File: src/rtl/uart_rx.sv
// uart_rx: 8N1 serial receiver with a one-entry valid/ack holding register.
//   clk, rst           : clock and synchronous active-high reset
//   serial_rxd         : asynchronous serial line, idles high
//   rx_ack             : consumer acknowledge, clears rx_valid (and rx_overrun)
//   rx_data, rx_valid  : last accepted byte and its unacknowledged flag
//   rx_overrun         : sticky, a good frame was dropped while rx_valid was high
//   rx_frame_err       : one-cycle pulse when the stop bit is sampled low
//   rx_busy            : receiver is somewhere other than IDLE
module uart_rx #(
    parameter int CLKS_PER_BIT = 104,
    parameter int HALF_BIT     = CLKS_PER_BIT / 2
) (
    input  logic       clk,
    input  logic       rst,
    input  logic       serial_rxd,
    input  logic       rx_ack,
    output logic [7:0] rx_data,
    output logic       rx_valid,
    output logic       rx_overrun,
    output logic       rx_frame_err,
    output logic       rx_busy
);
    localparam int CW = $clog2(CLKS_PER_BIT);
    localparam logic [CW-1:0] BIT_LAST  = CW'(CLKS_PER_BIT - 1);
    localparam logic [CW-1:0] HALF_LAST = CW'(HALF_BIT - 1);

    typedef enum logic [2:0] {S_IDLE, S_START, S_DATA, S_STOP, S_BREAK} state_t;

    state_t        state_q, state_d;
    logic [CW-1:0] cnt_q, cnt_d;
    logic [2:0]    idx_q, idx_d;
    logic [7:0]    shreg_q, shreg_d;
    logic [7:0]    data_q, data_d;
    logic          valid_q, valid_d;
    logic          ovr_q, ovr_d;
    logic          ferr_q, ferr_d;
    logic          busy_q, busy_d;
    logic          sync1_q, sync2_q;
    logic          rxd_s;
    logic          deliver;

    assign rxd_s = sync2_q;

    always_comb begin
        state_d = state_q;
        cnt_d   = cnt_q;
        idx_d   = idx_q;
        shreg_d = shreg_q;
        ferr_d  = 1'b0;
        deliver = 1'b0;
        case (state_q)
            S_IDLE: begin
                cnt_d   = '0;
                state_d = rxd_s ? S_IDLE : S_START;
            end
            S_START: begin
                cnt_d = cnt_q + CW'(1);
                if (cnt_q == HALF_LAST) begin
                    // A start bit that is high again at its centre was a glitch
                    cnt_d   = '0;
                    idx_d   = '0;
                    state_d = rxd_s ? S_IDLE : S_DATA;
                end
            end
            S_DATA: begin
                cnt_d = cnt_q + CW'(1);
                if (cnt_q == BIT_LAST) begin
                    cnt_d          = '0;
                    shreg_d[idx_q] = rxd_s;
                    idx_d          = idx_q + 3'd1;
                    state_d        = (idx_q == 3'd7) ? S_STOP : S_DATA;
                end
            end
            S_STOP: begin
                cnt_d = cnt_q + CW'(1);
                if (cnt_q == BIT_LAST) begin
                    // Leaving at mid-stop-bit lets a back-to-back start edge be seen
                    cnt_d   = '0;
                    deliver = rxd_s;
                    ferr_d  = ~rxd_s;
                    state_d = rxd_s ? S_IDLE : S_BREAK;
                end
            end
            S_BREAK: state_d = rxd_s ? S_IDLE : S_BREAK;
            default: state_d = S_IDLE;
        endcase
        // A delivery coinciding with an ack replaces the held byte
        data_d  = (deliver && (!valid_q || rx_ack)) ? shreg_q : data_q;
        valid_d = deliver ? 1'b1 : (rx_ack ? 1'b0 : valid_q);
        ovr_d   = rx_ack ? 1'b0 : ((deliver && valid_q) ? 1'b1 : ovr_q);
        busy_d  = (state_d != S_IDLE);
    end

    always_ff @(posedge clk) begin
        if (rst) begin
            sync1_q <= 1'b1;
            sync2_q <= 1'b1;
            state_q <= S_IDLE;
            cnt_q   <= '0;
            idx_q   <= '0;
            shreg_q <= '0;
            data_q  <= '0;
            valid_q <= 1'b0;
            ovr_q   <= 1'b0;
            ferr_q  <= 1'b0;
            busy_q  <= 1'b0;
        end else begin
            sync1_q <= serial_rxd;
            sync2_q <= sync1_q;
            state_q <= state_d;
            cnt_q   <= cnt_d;
            idx_q   <= idx_d;
            shreg_q <= shreg_d;
            data_q  <= data_d;
            valid_q <= valid_d;
            ovr_q   <= ovr_d;
            ferr_q  <= ferr_d;
            busy_q  <= busy_d;
        end
    end

    assign rx_data      = data_q;
    assign rx_valid     = valid_q;
    assign rx_overrun   = ovr_q;
    assign rx_frame_err = ferr_q;
    assign rx_busy      = busy_q;
endmodule

File: config.mk
export PLATFORM = sky130hd
export DESIGN_NAME = uart_rx
export DESIGN_NICKNAME = d
export VERILOG_FILES = /design/src/rtl/uart_rx.sv
export SDC_FILE = /design/constraint.sdc
export NUM_CORES = 1
export LEC_CHECK = 0
export ABC_AREA = 0
export BUFFER_PORTS_ARGS = -buffer_cell sky130_fd_sc_hd__buf_2
export CORE_MARGIN = 1
export CORE_UTILIZATION = 45
export DETAILED_ROUTE_END_ITERATION = 8
export SLEW_MARGIN = 20
export SYNTH_ARGS = -nofsm -noshare
export SYNTH_HDL_FRONTEND = slang
export SYNTH_SLANG_ARGS = --single-unit
export TNS_END_PERCENT = 10
File: constraint.sdc
create_clock -name clk -period 6.29 [get_ports clk]
set_clock_uncertainty 0.15 [all_clocks]
set_input_delay 0.629 -clock clk [delete_from_list [all_inputs] [get_ports clk]]
set_output_delay 0.629 -clock clk [all_outputs]
set_load 0.1 [all_outputs]
==> flow_metrics.env <==
export IMPL_status="finished clean"
export IMPL_timing_max_transition_violations_final=0
export IMPL_critical_path_max_stage_delay_ns=0.51
export IMPL_crit_fanout=10
export IMPL_layout_min_cycle_time_ns=2.46
export IMPL_gp_congestion=0.802
export IMPL_drive_above_1_share=0.136
export IMPL_final_hold_worst_slack_ns=0.274
export IMPL_crit_family="simple AND/OR/NAND/NOR gates"
export IMPL_tritoncts="built"
export IMPL_synthDistinctLibCells=40
export IMPL_synth_fp_nets=194
export IMPL_first_iter_violations=77
export IMPL_nFillCells=351
export IMPL_critical_path_buf_inv_count=0
export IMPL_leakage_power_uw=0.000625
export IMPL_ctsHoldBuffers=0
export IMPL_maximum_number_of_pins_on_one_net_before_global_route_repair=31
export IMPL_h_tree_depth=2
export IMPL_hold_crit_path_type="flop to flop"
export IMPL_postSynth_topFlopCell="sky130_fd_sc_hd__dfxtp_1"
export IMPL_tritoncts_num_buffers=5
export IMPL_cap_viol_max_count=0
export IMPL_vdd_ir_drop_max_v=0.0000994
export IMPL_area_growth_syn_to_layout_pct=7.96
export IMPL_worst_slew_pin_slew_ns=0.854
export IMPL_crit_path_cell_trace="ha_1, nor2b_1, a31oi_1, o311a_1, or4_1"
export IMPL_cts_num_sinks=35
export IMPL_grt_first_pass_wirelength_mm=5.89
export IMPL_core_region_area_um2=3420
export IMPL_placement_rows=21
export IMPL_num_io_pins=16
export IMPL_critical_path_slowest_cell="sky130_fd_sc_hd__nor2b_1"
export IMPL_number_of_antenna_violations_at_the_first_check_in_global_routing=0
export IMPL_placed_cells_incl_taps=236
export IMPL_ant_nets=0
export IMPL_global_route_overflow_total=0
export IMPL_full_die_area_um2=3880
export IMPL_worst_relative_slew_slack=0.426
export IMPL_setup_slack_ns=3.83
export IMPL_postLayoutCoreUtil=0.517
export IMPL_async_reset_ff_frac=0
export IMPL_cp_required_ns=6.35
export IMPL_kind_of_end_point_of_the_critical_path="flop"
export IMPL_post_route_drc_count=0
export IMPL_pwr_density_cell_nw_per_um2=197
export IMPL_layout_cells_non_filler=244
export IMPL_synthesis_area_per_instance_um2=8.75
export IMPL_synth_warnings=0
export IMPL_post_cts_setup_buffer_count=0
export IMPL_max_freq_ghz=0.407
export IMPL_route_detailed_wl_per_inst_um=13.9
export IMPL_dp_hpwl_mm=2.26
export IMPL_initial_utilization=0.479
export IMPL_tns_ns=0
export IMPL_clkTransAtPathRegs_ns=0.10
export IMPL_first_global_vias=1295
export IMPL_dieWidth_um=62.3
export IMPL_startpoint_type="flop"
export IMPL_cts_root_buf="sky130_fd_sc_hd__clkbuf_4"
export IMPL_globalRouteTotalUtil=0.193
export IMPL_dr_pass1_iters=4
export IMPL_hold_viol_final=0
export IMPL_syn_instance_count=187
export IMPL_cts_buffer_depth=2
export IMPL_clk_insertion_delay_late_ns=0.32
export IMPL_setup_viol=0
export IMPL_synth_seq_cells=35
export IMPL_finalNetCount=204
export IMPL_avgViaCountPerCell=5.63
export IMPL_worst_endpoint_arrival_ns=2.52
export IMPL_numPortBuffers=15
export IMPL_rsz0062_at_grt="no"
export IMPL_antenna_diode_count=0
export IMPL_critPathKind="flop to flop"
export IMPL_die_height_um=62.3
export IMPL_ctsResizeCount=0
export IMPL_via_count=1374
export IMPL_synth_seq_area_share=0.428
export IMPL_detail_route_wirelength_mm=3.38
export IMPL_synth_edff_count=0
export IMPL_post_place_setup_slack_ns=3.89
export IMPL_syn_area_um2=1640
export IMPL_timing_final_crit_share=0.391
==> power breakdown <==
part / internal, uW / switching, uW / leakage (uW)
registers: 223 / 2.40 / 0.000283
logic: 2.83 / 8.01 / 0.000313
clock network: 43.6 / 68.3 / 0.0000293
total: 269 / 78.7 / 0.000625
==> layout make-up <==
type                            instances  area (um2)  area share
Timing Repair Buffer                   15        75.1      0.0425
Clock inverter                          1        5.00     0.00283
Clock buffer                            7        45.0      0.0255
Inverter                                4        15.0     0.00850
Multi-Input combinational cell        136         867       0.491
Sequential cell                        35         701       0.397
Tap cell                               46        57.6      0.0326
==> cell families (layout without fill, tap and decap cells) <==
family                   count (synthesis)  after routing  share of synthesized area
AO/OA/AOI/OAI                           38             38                      0.141
XOR/XNOR                                 4              4                     0.0214
adder cells (fa/ha/maj)                  3              3                     0.0230
buffers and inverters                   16             27                     0.0413
flip-flops                              35             35                      0.428
multiplexers                             8              8                     0.0490
AND/OR/NAND/NOR                         83             83                      0.296
==> cells in the final DEF, fill, tap and decap left out, types with 2 or more instances in the layout <==
cell type                  count
sky130_fd_sc_hd__a21oi_1      13
sky130_fd_sc_hd__a31oi_1       4
sky130_fd_sc_hd__and3_1        4
sky130_fd_sc_hd__buf_2        15
sky130_fd_sc_hd__clkbuf_1      2
sky130_fd_sc_hd__clkbuf_4      5
sky130_fd_sc_hd__dfxtp_1      35
sky130_fd_sc_hd__ha_1          3
sky130_fd_sc_hd__inv_1         4
sky130_fd_sc_hd__mux2i_1       8
sky130_fd_sc_hd__nand2_1      11
sky130_fd_sc_hd__nand2b_1      4
sky130_fd_sc_hd__nand3_1       9
sky130_fd_sc_hd__nand4_1       5
sky130_fd_sc_hd__nand4b_1      7
sky130_fd_sc_hd__nor2_1       20
sky130_fd_sc_hd__nor2b_1       5
sky130_fd_sc_hd__nor3_1        4
sky130_fd_sc_hd__nor4_1        3
sky130_fd_sc_hd__o21ai_0      11
sky130_fd_sc_hd__or2_2         3
sky130_fd_sc_hd__xnor2_1       2
sky130_fd_sc_hd__xor2_1        2
==> path summary, 6_finish.rpt <==
kind | startpoint | end | slack, ns | cells after the start
worst max register to register | cnt_q[0] | rx_busy | 3.83 | 5
worst min register to register | sync1_q | rxd_s | 0.27 | 1
worst max-delay path | cnt_q[0] | rx_busy | 3.83 | 5
worst min-delay path | sync1_q | rxd_s | 0.27 | 1
==> layer usage <==
layer	wire, um	GRT usage	up-vias
met2	1530	0.299	27
met3	117	0.0386	4
met4	34	0.0785	0
met1	1700	0.261	642
met5	0	0	-
li1	-	-	701
==> worst reg2reg max path, delay by kind of cell (launching register included) <==
kind / cells / cell delay, ns
DFF: 1 / 0.41
adders and majority gates: 1 / 0.24
AOI/OAI and AO/OA: 2 / 0.55
and+or+nand+nor: 2 / 1.01
==> flip-flops by register name, summed over array words and instances, names as in the netlist <==
signal        count
rx_overrun        1
rx_busy           1
rx_valid          1
shreg_q           8
idx_q             3
sync1_q           1
rxd_s             1
rx_data           8
cnt_q             7
state_q           3
rx_frame_err      1
==> metrics by stage <==
step                      instance area (um2)  total power [uW]
after floorplan                          1640               238
after global routing                     1770               366
final                                    1770               348
after detailed placement                 1720               241
after CTS                                1770               353
after global placement                   1720               241
==> synth_stat cells, drive strengths merged (5+ instances only) <==
cell type | count | share of area
dfxtp | 35 | 0.43
nor2 | 20 | 0.046
a21oi | 13 | 0.040
clkbuf | 11 | 0.025
nand2 | 11 | 0.025
o21ai | 11 | 0.034
nand3 | 9 | 0.028
mux2i | 8 | 0.049
nand4b | 7 | 0.037
nand4 | 5 | 0.019
nor2b | 5 | 0.019
(Power assumes the default switching activity.)
